--- src/rtl/rtc_field_pkg.sv ---
// rtl/rtc_field_pkg.sv - field codes, FSM encoding and BCD limit helpers for the RTC field editor
package rtc_field_pkg;

   localparam logic [3:0] FIELD_SEC      = 4'd1;
   localparam logic [3:0] FIELD_MIN      = 4'd2;
   localparam logic [3:0] FIELD_HOUR     = 4'd3;
   localparam logic [3:0] FIELD_DAY      = 4'd4;
   localparam logic [3:0] FIELD_MONTH    = 4'd5;
   localparam logic [3:0] FIELD_YEAR     = 4'd6;
   localparam logic [3:0] FIELD_TMR_HOUR = 4'd7;
   localparam logic [3:0] FIELD_TMR_MIN  = 4'd8;
   localparam logic [3:0] FIELD_TMR_SEC  = 4'd9;

   typedef enum logic [1:0] {
      ST_IDLE  = 2'd0,
      ST_LOAD  = 2'd1,
      ST_EDIT  = 2'd2,
      ST_WRITE = 2'd3
   } state_t;

   function automatic logic field_valid(input logic [3:0] code);
      return (code >= FIELD_SEC) && (code <= FIELD_TMR_SEC);
   endfunction

   function automatic logic [7:0] field_min(input logic [3:0] code);
      case (code)
         FIELD_DAY, FIELD_MONTH: return 8'h01;
         default:                return 8'h00;
      endcase
   endfunction

   function automatic logic [7:0] field_max(input logic [3:0] code);
      case (code)
         FIELD_SEC, FIELD_MIN, FIELD_TMR_MIN, FIELD_TMR_SEC: return 8'h59;
         FIELD_HOUR, FIELD_TMR_HOUR:                         return 8'h23;
         FIELD_DAY:                                          return 8'h31;
         FIELD_MONTH:                                        return 8'h12;
         FIELD_YEAR:                                         return 8'h99;
         default:                                            return 8'h00;
      endcase
   endfunction

   // Valid BCD orders the same as binary, so plain compares clamp correctly;
   // any non-decimal digit falls back to the field minimum.
   function automatic logic [7:0] load_clamp(input logic [7:0] cur,
                                             input logic [7:0] lo,
                                             input logic [7:0] hi);
      if ((cur[7:4] > 4'd9) || (cur[3:0] > 4'd9)) return lo;
      if (cur < lo) return lo;
      if (cur > hi) return hi;
      return cur;
   endfunction

endpackage

--- src/rtl/bcd2_step.sv ---
// rtl/bcd2_step.sv - combinational one-step up/down of a two-digit BCD value within limits
module bcd2_step (
   input  logic [7:0] val,
   input  logic       up,
   input  logic [7:0] min,
   input  logic [7:0] max,
   input  logic       wrap,
   output logic [7:0] next_val
);

   logic [3:0] tens_inc;
   logic [3:0] tens_dec;
   logic [3:0] units_inc;
   logic [3:0] units_dec;

   // Digit-wise carry/borrow, with wrap or saturate at the field limits
   always_comb begin
      tens_inc  = val[7:4] + 4'd1;
      tens_dec  = val[7:4] - 4'd1;
      units_inc = val[3:0] + 4'd1;
      units_dec = val[3:0] - 4'd1;
      next_val  = val;
      if (up) begin
         if (val >= max)            next_val = wrap ? min : max;
         else if (val[3:0] == 4'd9) next_val = {tens_inc, 4'h0};
         else                       next_val = {val[7:4], units_inc};
      end else begin
         if (val <= min)            next_val = wrap ? max : min;
         else if (val[3:0] == 4'd0) next_val = {tens_dec, 4'h9};
         else                       next_val = {val[7:4], units_dec};
      end
   end

endmodule

--- src/rtl/rtc_field_editor.sv ---
// rtl/rtc_field_editor.sv - edits one BCD RTC field with key auto-repeat and writes it back
module rtc_field_editor
   import rtc_field_pkg::*;
#(
   parameter int TICK_DIV     = 10_000_000,
   parameter int REPEAT_TICKS = 4,
   parameter bit WRAP_EN      = 1'b1
) (
   input  logic       clk_i,
   input  logic       rst_i,
   input  logic [3:0] sel_i,
   input  logic [7:0] cur_i,
   input  logic       inc_i,
   input  logic       dec_i,
   input  logic       commit_i,
   input  logic       wr_ack_i,
   output logic [7:0] value_o,
   output logic       wr_o,
   output logic [3:0] wr_addr_o,
   output logic [7:0] wr_data_o,
   output logic       busy_o
);

   localparam int PW = (TICK_DIV > 1) ? $clog2(TICK_DIV) : 1;
   localparam int RW = (REPEAT_TICKS > 0) ? $clog2(REPEAT_TICKS + 1) : 1;
   localparam logic [PW-1:0] PRE_LAST = PW'(TICK_DIV - 1);
   localparam logic [RW-1:0] REP_LAST = RW'(REPEAT_TICKS);

   state_t     state, state_nxt;
   logic [3:0] field_q, field_nxt;
   logic [7:0] value_q, value_nxt;
   logic       wr_q, wr_nxt;
   logic [3:0] addr_q, addr_nxt;
   logic [7:0] data_q, data_nxt;

   logic [PW-1:0] pre_cnt;
   logic [RW-1:0] rep_cnt;
   logic          tick;
   logic          inc_q, dec_q;
   logic          step_q, step_up_q;
   logic          one_key, rise;
   logic [7:0]    field_lo, field_hi, step_val;

   assign tick     = (pre_cnt == PRE_LAST);
   assign one_key  = inc_i ^ dec_i;
   assign rise     = (inc_i & ~dec_i & ~inc_q) | (dec_i & ~inc_i & ~dec_q);
   assign field_lo = field_min(field_q);
   assign field_hi = field_max(field_q);

   bcd2_step u_step (
      .val      (value_q),
      .up       (step_up_q),
      .min      (field_lo),
      .max      (field_hi),
      .wrap     (WRAP_EN),
      .next_val (step_val)
   );

   // Free-running step prescaler and key history for edge detection
   always_ff @(posedge clk_i) begin
      if (rst_i) begin
         pre_cnt <= '0;
         inc_q   <= 1'b0;
         dec_q   <= 1'b0;
      end else begin
         pre_cnt <= tick ? '0 : pre_cnt + 1'b1;
         inc_q   <= inc_i;
         dec_q   <= dec_i;
      end
   end

   // Step requests: immediate on a key edge, then one per tick after the repeat delay
   always_ff @(posedge clk_i) begin
      if (rst_i) begin
         rep_cnt   <= '0;
         step_q    <= 1'b0;
         step_up_q <= 1'b0;
      end else begin
         step_q <= 1'b0;
         if ((state != ST_EDIT) || !one_key) begin
            rep_cnt <= '0;
         end else if (rise) begin
            rep_cnt   <= '0;
            step_q    <= 1'b1;
            step_up_q <= inc_i;
         end else if (tick) begin
            if (rep_cnt < REP_LAST) begin
               rep_cnt <= rep_cnt + 1'b1;
            end else begin
               step_q    <= 1'b1;
               step_up_q <= inc_i;
            end
         end
      end
   end

   // FSM and datapath registers
   always_ff @(posedge clk_i) begin
      if (rst_i) begin
         state   <= ST_IDLE;
         field_q <= 4'd0;
         value_q <= 8'h00;
         wr_q    <= 1'b0;
         addr_q  <= 4'd0;
         data_q  <= 8'h00;
      end else begin
         state   <= state_nxt;
         field_q <= field_nxt;
         value_q <= value_nxt;
         wr_q    <= wr_nxt;
         addr_q  <= addr_nxt;
         data_q  <= data_nxt;
      end
   end

   // Next-state logic; a field change or commit pre-empts any pending step
   always_comb begin
      state_nxt = state;
      field_nxt = field_q;
      value_nxt = value_q;
      wr_nxt    = wr_q;
      addr_nxt  = addr_q;
      data_nxt  = data_q;
      case (state)
         ST_IDLE: begin
            if (field_valid(sel_i)) begin
               state_nxt = ST_LOAD;
               field_nxt = sel_i;
            end
         end
         ST_LOAD: begin
            value_nxt = load_clamp(cur_i, field_lo, field_hi);
            state_nxt = ST_EDIT;
         end
         ST_EDIT: begin
            if (!field_valid(sel_i)) begin
               state_nxt = ST_IDLE;
            end else if (sel_i != field_q) begin
               state_nxt = ST_LOAD;
               field_nxt = sel_i;
            end else if (commit_i) begin
               state_nxt = ST_WRITE;
               wr_nxt    = 1'b1;
               addr_nxt  = field_q;
               data_nxt  = value_q;
            end else if (step_q) begin
               value_nxt = step_val;
            end
         end
         ST_WRITE: begin
            if (wr_ack_i) begin
               state_nxt = ST_EDIT;
               wr_nxt    = 1'b0;
            end
         end
         default: state_nxt = ST_IDLE;
      endcase
   end

   assign value_o   = value_q;
   assign wr_o      = wr_q;
   assign wr_addr_o = addr_q;
   assign wr_data_o = data_q;
   assign busy_o    = (state == ST_EDIT) || (state == ST_WRITE);

endmodule
--- config.mk ---
export PLATFORM = sky130hd
export DESIGN_NAME = rtc_field_editor
export DESIGN_NICKNAME = d
export VERILOG_FILES = /design/src/rtl/rtc_field_pkg.sv /design/src/rtl/bcd2_step.sv /design/src/rtl/rtc_field_editor.sv
export SDC_FILE = /design/constraint.sdc
export NUM_CORES = 1
export LEC_CHECK = 0
export CAP_MARGIN = 20
export CORE_ASPECT_RATIO = 0.9
export CORE_MARGIN = 2
export CORE_UTILIZATION = 62
export CTS_CLUSTER_DIAMETER = 100
export DETAILED_ROUTE_END_ITERATION = 8
export PLACE_DENSITY_LB_ADDON = 0.05
export SYNTH_ARGS = -nofsm -noshare
export SYNTH_HDL_FRONTEND = slang
export SYNTH_SLANG_ARGS = --single-unit
--- constraint.sdc ---
create_clock -name clk_i -period 4.4 [get_ports clk_i]
set_input_delay 0.88 -clock clk_i [delete_from_list [all_inputs] [get_ports clk_i]]
set_output_delay 0.88 -clock clk_i [all_outputs]
set_load 0.05 [all_outputs]
==> results of run 1 <==
## worst min path at each step
| stage | startpoint | end | depth (start not counted) |
|---|---|---|---|
| after floorplan | pre_cnt[0] | pre_cnt[0] | 1 |
| after global placement | pre_cnt[0] | pre_cnt[0] | 1 |
| after detailed placement | pre_cnt[0] | pre_cnt[0] | 1 |
| after CTS | pre_cnt[0] | pre_cnt[0] | 1 |
| after global routing | pre_cnt[0] | pre_cnt[0] | 1 |
| final | pre_cnt[0] | pre_cnt[0] | 1 |
## layer usage
metal / share of wire / vias to the layer above
li1: - / 1656
met1: 0.48 / 1564
met2: 0.45 / 115
met3: 0.052 / 16
met4: 0.018 / 0
met5: 0 / -
## cell usage after synthesis (3+ instances only)
| library cell | instances | area share |
|---|---|---|
| nand4b_1 | 3 | 0.0068 |
| dfxtp_1 | 65 | 0.34 |
| xnor2_1 | 8 | 0.018 |
| xor2_1 | 22 | 0.050 |
| clkbuf_1 | 7 | 0.0068 |
| nand4_1 | 8 | 0.013 |
| a22oi_1 | 3 | 0.0058 |
| mux2i_1 | 17 | 0.044 |
| nand3b_1 | 4 | 0.0078 |
| a21o_1 | 3 | 0.0058 |
| o221ai_1 | 3 | 0.0068 |
| nor4_1 | 4 | 0.0065 |
| nor2_1 | 74 | 0.072 |
| mux2_2 | 5 | 0.015 |
| buf_2 | 6 | 0.0078 |
| nor2b_1 | 6 | 0.0097 |
| nand2b_1 | 4 | 0.0065 |
| inv_1 | 31 | 0.030 |
| o21ai_0 | 11 | 0.014 |
| nor3_1 | 12 | 0.016 |
| and3_1 | 6 | 0.0097 |
| o22ai_1 | 3 | 0.0049 |
| ha_1 | 30 | 0.097 |
| nand3_1 | 20 | 0.026 |
| nand2_1 | 19 | 0.018 |
| nor3b_1 | 3 | 0.0058 |
| a221oi_1 | 5 | 0.011 |
| a21oi_1 | 23 | 0.030 |
## logic make-up (layout without fill, tap and decap cells)
kind of cell             count (synthesis)  count (layout)
AND/OR/NAND/NOR                        179             179
AO/OA/AOI/OAI                           76              76
flip-flops                              65              65
buffers and inverters                   46              87
adder cells (fa/ha/maj)                 30              30
XOR/XNOR                                30              30
multiplexers                            23              23
## through the flow
| stage | cell area [µm²] | instances | utilization | worst slack [ns] | hold slack (ns) |
|---|---|---|---|---|---|
| finish | 4510 | 562 | 0.741 | 1.25 | 0.468 |
| global route | 4510 | 562 | 0.741 | 1.12 | 0.499 |
| CTS | 4510 | 562 | 0.741 | 1.28 | 0.468 |
| detailed placement | 4280 | 546 | 0.704 | 0.930 | 0.450 |
| global placement | 4280 | 546 | 0.704 | 1.06 | 0.445 |
| floorplan | 3870 | 449 | - | 1.72 | 0.430 |
## power groups by stage
stage | logic [mW] | clock network, mW | registers [mW]
global placement | 0.283 | 0 | 0.652
global route | 0.328 | 0.603 | 0.643
detailed placement | 0.289 | 0 | 0.653
CTS | 0.293 | 0.578 | 0.639
finish | 0.295 | 0.574 | 0.639
floorplan | 0.202 | 0 | 0.657
## worst max-delay path, stage by stage
cell,delay [ns]
clkdlybuf4s50_1,0.52
or2_1,0.31
a211oi_4,0.34
mux2i_1,0.15
nor2_1,0.32
inv_1,0.12
ha_1,0.32
inv_1,0.06
mux2_2,0.26
o21ai_0,0.14
## state kept, by name (all words and copies together), names as in the netlist
signal / flops
wr_addr_o: 4
value_o: 8
rep_cnt: 3
step_q: 1
state: 2
pre_cnt: 24
inc_q: 1
dec_q: 1
step_up_q: 1
field_q: 4
wr_data_o: 8
field_hi: 7
wr_o: 1
## area by class of cell
cell class              instances  area, µm²  share of cell area
multi-input cells             338       2370               0.527
repair buffers                 40        398              0.0883
inverters                      31        116              0.0258
flip-flops and latches         65       1300               0.289
clock inverters                 7        101              0.0225
well taps                      72       90.1              0.0200
clock buffers                   9        124              0.0275
==> metrics.md, run 1 <==
| Metric | Value |
|---|---|
| Core area | `6080 µm²` |
| Buffers inserted by post-CTS timing repair | `0` |
| Mux cell area share after synthesis | `0.0615` |
| Post-route DRC | `0` |
| Total clock sinks | `65` |
| Register share of total power | `0.424` |
| R2R depth | `9` |
| Unrepaired setup endpoints after global routing | `false` |
| Maximum fanout encountered on the critical timing path | `6` |
| Pin count of the biggest net entering global routing | `36` |
| Antenna violations before repair | `0` |
| Total of max-cap violations | `0` |
| Initial Util | `0.636` |
| Main combinational cell family by area after synthesis | `simple AND/OR/NAND/NOR gates` |
| Total gr overflow | `0` |
| Final HPWL from detailed placement | `6450 µm` |
| Overall Power | `1.51 mW` |
| Post-CTS Hold Fix Bufs | `0` |
| Clock Latency Late Sink | `0.34 ns` |
| Gpl congestion | `0.902` |
| Syn avg cell area | `8.61 µm²` |
| Register bit total from synthesis | `65` |
| Most common cell after layout, fill and taps aside | `nor2_1` |
| Async SR Flop Fraction | `0` |
| Post-DRT Antenna Nets | `0` |
| Vias in the first global route | `3101` |
| Switching power summed over all nets | `0.454 mW` |
| End of the worst register-to-register path | `value_o[5]` |
| Starting DRC count in detailed routing | `260` |
| Number of nets in the synthesized netlist | `497` |
| Gr busiest metal | `met2` |
| Arrival time at the worst endpoint | `3.41 ns` |
| Combinational fraction of design power | `0.196` |
| GR Util All Layers | `0.266` |
| Cell count after synthesis | `449` |
| Post-synthesis xor/xnor area fraction | `0.0679` |
| Synth Flop Type | `dfxtp_1` |
| Commonest non-fill, non-tap cells in the layout | `74 x nor2_1, 65 x dfxtp_1, 39 x clkdlybuf4s50_1, 31 x inv_1, 30 x ha_1` |
| TNS Setup | `0 ns` |
| Startpoint class of the critical path | `primary input` |
| Share of power burned in the clock network | `0.380` |
| Internal Pwr Total | `1.05 mW` |
| Grt met1 use | `0.367` |
| Final wirelength | `8760 µm` |
| Count of boundary I/O pins | `40` |
| Post-synthesis compound-gate area fraction | `0.149` |
| Layout Skew | `0.00839 ns` |
| Port Buffer Count | `39` |
| Maximum buffer depth of the clock tree | `2` |
| Net count of the finished layout | `533` |
| H-tree levels | `3` |
| Pwr per Cell Area | `335 nW/µm²` |
| Worst IR drop on VDD | `262 µV` |
| Synth Area in Adders | `0.0971` |
| Min cycle time layout | `3.15 ns` |
| Post-synth design cell area | `3870 µm²` |
| Number of synthesized flops with an enable pin | `0` |
| Worst R2R Setup Slack | `1.51 ns` |
| Relative slew margins | `0.516` |
| Status | `finished clean` |
| Number of vias in the routed layout | `3351` |
| Floorplan die height | `78.9 µm` |
| Simple-gate portion of the synthesized area | `0.238` |
| Routed WL per cell | `15.6 µm` |
| Width of the chip | `87.3 µm` |
| Post-CTS sizing | `0` |
| Type of destination of the critical path | `register` |
| Clock tree from TritonCTS | `done` |
| Launch point of the critical path | `sel_i[2]` |
| Clock-pin slew reported for the worst setup and hold paths after clock tree synthesis | `0.08 ns` |
| Row count | `27` |
| Detailed-routing iteration count for the pre-antenna-repair pass | `5` |
| Die footprint | `6890 µm²` |
| Met3 layer usage reported by global route | `0.0561` |
| F_max | `318 MHz` |
| Final Slew Violations | `0` |
| Part of the cycle the worst path needs | `0.716` |
| Critical Path RT | `4.66 ns` |
| Sequential cell area fraction in the yosys report | `0.336` |
| CTS buffer count | `9` |
| Setup-failing EPs final | `0` |
| Clock root cell | `clkbuf_8` |
| CP Class | `primary input to register` |
| GRT met2 Usage | `0.414` |
| Switching share of total power | `0.301` |
| Worst min-delay path class | `register to register` |
| Share of final-layout standard cells stronger than drive strength 1 | `0.0776` |
| Antenna diodes | `0` |
| Vias per cell | `5.96` |
| Worst setup path endpoint | `field_hi[4]` |
| Worst reg2reg path startpoint | `field_q[2]` |
| Filler instances | `456` |
| Warnings, synthesis | `0` |
| Global-route wire length before repair | `14600 µm` |
| Worst Tran Pin Value | `0.724 ns` |
| Area delta synth->final | `16.5%` |
| Leakage | `1.81 nW` |
| Number of distinct standard cells referenced by the synthesized netlist | `63` |
| Total count of hold-check failures in the final report | `0` |
(Power assumes the default switching activity.)
==> run 2, diff against run 1 <==
--- a/config.mk
+++ b/config.mk
@@ -8,7 +8,7 @@
 export CAP_MARGIN = 20
 export CORE_ASPECT_RATIO = 0.9
 export CORE_MARGIN = 2
-export CORE_UTILIZATION = 62
+export CORE_UTILIZATION = 57
 export CTS_CLUSTER_DIAMETER = 100
 export DETAILED_ROUTE_END_ITERATION = 8
 export PLACE_DENSITY_LB_ADDON = 0.05
==> constraint.sdc (replaced) <==
create_clock -name clk_i -period 2.9 [get_ports clk_i]
set_input_delay 0.58 -clock clk_i [delete_from_list [all_inputs] [get_ports clk_i]]
set_output_delay 0.58 -clock clk_i [all_outputs]
set_load 0.05 [all_outputs]
==> metrics.md, run 2 (synthesis gave the netlist of run 1 again) <==
| Metric | Value |
|---|---|
| Worst IR drop on VDD | `279 µV` |
| Clock-pin slew reported for the worst setup and hold paths after clock tree synthesis | `0.08 ns` |
| Most flops, register | `pre_cnt` |
| Total count of hold-check failures in the final report | `0` |
| Worst stage delay on the critical path | `0.47 ns` |
| Post-DRT Antenna Nets | `0` |
| TNS Setup | `0 ns` |
| Startpoint class of the critical path | `primary input` |
| Setup-failing EPs final | `0` |
| Arrival time at the worst endpoint | `2.85 ns` |
| HP Start | `pre_cnt[0]` |
| Worst reg2reg path startpoint | `field_hi[7]` |
| Pre-CTS worst setup slack | `-0.0366 ns` |
| Cell class contributing the biggest share of worst-path delay | `compound AO/OA/AOI/OAI gates` |
| Number of vias in the routed layout | `3393` |
| GR Util All Layers | `0.253` |
| Maximum buffer depth of the clock tree | `2` |
| H-tree levels | `3` |
| Gpl congestion | `0.927` |
| Final Non-Filler Cells | `601` |
| Pwr per Cell Area | `465 nW/µm²` |
| Routed WL per cell | `15.0 µm` |
| Total of max-cap violations | `0` |
| Leakage | `1.89 nW` |
| Row count | `28` |
| Clock root cell | `clkbuf_8` |
| Flip-flop count of the largest register after layout | `24` |
| Pin count of the biggest net entering global routing | `25` |
| Commonest non-fill, non-tap cells in the layout | `74 x nor2_1, 65 x dfxtp_1, 39 x clkdlybuf4s50_1, 31 x inv_1, 30 x ha_1` |
| Post-route DRC | `0` |
| Global-route wire length before repair | `14900 µm` |
| Net count of the finished layout | `554` |
| Layout Skew | `0.0149 ns` |
| Clock tree from TritonCTS | `done` |
| Number of buffer and inverter stages on the critical path | `1` |
| Count of boundary I/O pins | `40` |
| Initial Util | `0.587` |
| Post-CTS sizing | `0` |
| Filler instances | `541` |
| Min cycle time layout | `2.61 ns` |
| F_max | `383 MHz` |
| Relative slew margins | `0.559` |
| Number of stages on the worst hold path | `1` |
| Design Area, Final | `4640 µm²` |
| Clock Latency Late Sink | `0.34 ns` |
| Most common cell after layout, fill and taps aside | `nor2_1` |
| Port Buffer Count | `39` |
| Area delta synth->final | `20.0%` |
| Cell area after placement | `4460 µm²` |
| Worst min-delay path class | `register to register` |
| Post-CTS Hold Fix Bufs | `0` |
| Worst Tran Pin Value | `0.656 ns` |
| Part of the cycle the worst path needs | `0.900` |
| Die footprint | `7460 µm²` |
| Width of the chip | `90.8 µm` |
| Most frequent cell on the critical path | `nor2b_1` |
| Core area | `6590 µm²` |
| End of the worst register-to-register path | `value_o[5]` |
| Final HPWL from detailed placement | `6850 µm` |
| Cell at the slowest stage of the critical path | `clkdlybuf4s50_1` |
| Worst R2R Setup Slack | `0.35 ns` |
| Crit path cell chain | `clkdlybuf4s50_1, ha_1, nor2b_1, o31ai_1, a21oi_1, o21a_1, nor2b_1, a22oi_1, a221oi_1` |
| Overall Power | `2.16 mW` |
| End-of-flow core utilization | `0.705` |
| CTS buffer count | `9` |
| Antenna violations before repair | `0` |
| Antenna diodes | `0` |
| Number of placed instances, taps included | `585` |
| Unrepaired setup endpoints after global routing | `false` |
| Type of destination of the critical path | `register` |
| Maximum fanout encountered on the critical timing path | `7` |
| Worst Setup Slack, final | `0.289 ns` |
| Detailed-routing iteration count for the pre-antenna-repair pass | `5` |
| Final Slew Violations | `0` |
| Status | `finished clean` |
| Buffers inserted by post-CTS timing repair | `0` |
| Terminating pin of the worst hold path | `pre_cnt[0]` |
| Hold WS | `0.465 ns` |
| Total gr overflow | `0` |
| Share of final-layout standard cells stronger than drive strength 1 | `0.115` |
| Total clock sinks | `65` |
| Starting DRC count in detailed routing | `216` |
| R2R depth | `8` |
| Floorplan die height | `82.1 µm` |
| Critical Path RT | `3.14 ns` |
| Vias in the first global route | `3107` |
| CP Class | `primary input to register` |
| Final wirelength | `9040 µm` |
| Vias per cell | `5.65` |
run 2: cell count changes in the layout (fill, tap and decap cells not counted), sizes merged:
cell and change:
inv -1, clkinv +2, clkbuf +1, buf +21
bufinv -2
run 2: worst max path at each step:
stage / slack (ns) / startpoint / to / depth (start not counted)
floorplan: 0.22 / value_o[0] / value_o[5] / 9
global placement: -0.04 / cur_i[1] / value_o[0] / 9
detailed placement: -0.04 / cur_i[1] / value_o[0] / 9
CTS: 0.31 / cur_i[1] / value_o[0] / 9
global route: 0.12 / cur_i[1] / value_o[5] / 9
finish: 0.29 / cur_i[1] / value_o[5] / 9
run 2: routing by layer:
metal	global-route usage	part of all wire	vias up
met5	0	0	-
met4	0.0606	0.0084	0
met3	0.0544	0.059	11
met2	0.416	0.46	112
met1	0.345	0.48	1568
li1	-	-	1702
run 2: area by class of cell:
class	instances	area (µm²)	area share
multi-input combinational	338	2370	0.512
clock buffer	10	138	0.0297
clock inverter	6	42.5	0.00917
sequential	65	1300	0.280
tap	90	113	0.0243
inverter	31	116	0.0251
timing repair buffer	61	556	0.120
run 2: report_power, final:
group | switching (mW) | total, mW | internal, mW
Clock | 0.367 | 0.702 | 0.334
Combinational | 0.275 | 0.490 | 0.215
Sequential | 0.0429 | 0.966 | 0.923
Total | 0.685 | 2.16 | 1.47
==> run 3, diff against run 2 <==
--- a/config.mk
+++ b/config.mk
@@ -6,12 +6,11 @@
 export NUM_CORES = 1
 export LEC_CHECK = 0
 export CAP_MARGIN = 20
-export CORE_ASPECT_RATIO = 0.9
 export CORE_MARGIN = 2
 export CORE_UTILIZATION = 57
 export CTS_CLUSTER_DIAMETER = 100
 export DETAILED_ROUTE_END_ITERATION = 8
-export PLACE_DENSITY_LB_ADDON = 0.05
+export PLACE_DENSITY_LB_ADDON = 0.3
 export SYNTH_ARGS = -nofsm -noshare
 export SYNTH_HDL_FRONTEND = slang
 export SYNTH_SLANG_ARGS = --single-unit
==> metrics.md, run 3 (synthesis gave the netlist of run 1 again) <==
| Metric | Value |
|---|---|
| Status | `finished clean` |
| Maximum fanout encountered on the critical timing path | `7` |
| F_max | `390 MHz` |
| Pre-CTS worst setup slack | `0.0229 ns` |
| Starting DRC count in detailed routing | `304` |
| Pwr per Cell Area | `483 nW/µm²` |
| Arrival time at the worst endpoint | `2.81 ns` |
| Maximum buffer depth of the clock tree | `2` |
| Worst min-delay path class | `register to register` |
| Worst Setup Slack, final | `0.335 ns` |
| Vias per cell | `5.84` |
| Pin count of the biggest net entering global routing | `36` |
| Post-CTS sizing | `0` |
| Final Non-Filler Cells | `590` |
| Final wirelength | `9160 µm` |
| Leakage | `1.91 nW` |
| Core area | `6680 µm²` |
| Share of final-layout standard cells stronger than drive strength 1 | `0.114` |
| Detailed-routing iteration count for the pre-antenna-repair pass | `5` |
| Worst IR drop on VDD | `388 µV` |
| Post-CTS Hold Fix Bufs | `0` |
| Worst setup path endpoint | `value_o[4]` |
| Die footprint | `7460 µm²` |
| Total clock sinks | `65` |
| Layout Skew | `0.00940 ns` |
| End-of-flow core utilization | `0.695` |
| Count of boundary I/O pins | `40` |
| Buffers inserted by post-CTS timing repair | `0` |
| Antenna violations before repair | `0` |
| Antenna diodes | `0` |
| Filler instances | `533` |
| Clock tree from TritonCTS | `done` |
| Cell at the slowest stage of the critical path | `a221oi_1` |
| End of the worst register-to-register path | `value_o[4]` |
| Net count of the finished layout | `553` |
| TNS Setup | `0 ns` |
| Initial Util | `0.579` |
| Routed WL per cell | `15.5 µm` |
| Unrepaired setup endpoints after global routing | `false` |
| Global-route wire length before repair | `15700 µm` |
| Post-DRT Antenna Nets | `0` |
| Flip-flop count of the largest register after layout | `24` |
| Clock Latency Late Sink | `0.35 ns` |
| Crit path cell chain | `inv_1, ha_1, and3_1, a221oi_1, nand3_1, o211ai_4, a21oi_1, a221oi_1` |
| CP Class | `register to register` |
| Most flops, register | `pre_cnt` |
| Total gr overflow | `0` |
| Row count | `30` |
| H-tree levels | `3` |
| Number of placed instances, taps included | `574` |
| Launch point of the critical path | `field_hi[7]` |
| Worst R2R Setup Slack | `0.34 ns` |
| Min cycle time layout | `2.56 ns` |
| Final HPWL from detailed placement | `6940 µm` |
| Worst stage delay on the critical path | `0.47 ns` |
| Relative slew margins | `0.587` |
| Setup-failing EPs final | `0` |
| Final Slew Violations | `0` |
| Worst Tran Pin Value | `0.614 ns` |
| Commonest non-fill, non-tap cells in the layout | `74 x nor2_1, 65 x dfxtp_1, 39 x clkdlybuf4s50_1, 31 x inv_1, 30 x ha_1` |
| HP Start | `pre_cnt[0]` |
| Width of the chip | `86.4 µm` |
| Clock-pin slew reported for the worst setup and hold paths after clock tree synthesis | `0.07 ns` |
| Floorplan die height | `86.4 µm` |
| GR Util All Layers | `0.264` |
| Overall Power | `2.24 mW` |
| Area delta synth->final | `20.1%` |
| Vias in the first global route | `3462` |
| Clock root cell | `clkbuf_8` |
| R2R depth | `8` |
| Most frequent cell on the critical path | `a221oi_1` |
| Critical Path RT | `3.15 ns` |
| Port Buffer Count | `39` |
| Most common cell after layout, fill and taps aside | `nor2_1` |
| CTS buffer count | `9` |
| Gpl congestion | `0.917` |
| Number of vias in the routed layout | `3447` |
| Part of the cycle the worst path needs | `0.884` |
| Worst reg2reg path startpoint | `field_hi[7]` |
| Total count of hold-check failures in the final report | `0` |
| Type of destination of the critical path | `register` |
| Post-route DRC | `0` |
| Total of max-cap violations | `0` |
| Startpoint class of the critical path | `register` |
run 3: cell count changes in the layout (fill, tap and decap cells not counted), sizes merged:
cell      change
buf           -1
clkinvlp      -2
clkinv        +1
bufinv        +1
run 3: area by class of cell:
type / instances / area, µm² / share of cell area
multi-input cells: 338 / 2370 / 0.511
flip-flops and latches: 65 / 1300 / 0.280
repair buffers: 60 / 548 / 0.118
clock buffers: 10 / 138 / 0.0296
inverters: 31 / 116 / 0.0251
well taps: 80 / 100 / 0.0216
clock inverters: 6 / 66.3 / 0.0143
run 3: worst max-delay path, delay by kind of cell, from the launching register on:
kind	cells	cell delay, ns
fa+ha+maj	1	0.31
compound gates	4	1.05
simple gates	2	0.55
buf+inv	1	0.13
flops	1	0.42
run 3: per-layer routing:
metal	share of wire	up-vias	wire length [µm]	track usage
li1	-	1704	-	-
met1	0.45	1588	4100	0.329
met2	0.48	123	4380	0.447
met3	0.047	32	429	0.0533
met4	0.028	0	252	0.108
met5	0	-	0	0
run 3: metrics by stage:
stage | instance area (µm²) | hold slack (ns)
6_report | 4640 | 0.475
3_3_place_gp | 4440 | 0.442
5_1_grt | 4640 | 0.497
2_1_floorplan | 3870 | 0.430
4_1_cts | 4640 | 0.480
3_5_place_dp | 4440 | 0.457
run 3: worst min-delay path by stage:
stage	endpoint	slack, ns	cells past startpoint
CTS	pre_cnt[0]	0.48	1
detailed placement	pre_cnt[0]	0.46	1
finish	pre_cnt[0]	0.48	1
floorplan	pre_cnt[0]	0.43	1
global placement	pre_cnt[0]	0.44	1
global route	pre_cnt[0]	0.50	1
run 3: where the power goes:
group          total (mW)  switching (mW)  leakage, nW  internal [mW]
registers           0.964          0.0408        0.528          0.923
clock network       0.783           0.360        0.107          0.423
logic               0.495           0.279         1.27          0.216
total                2.24           0.680         1.91           1.56
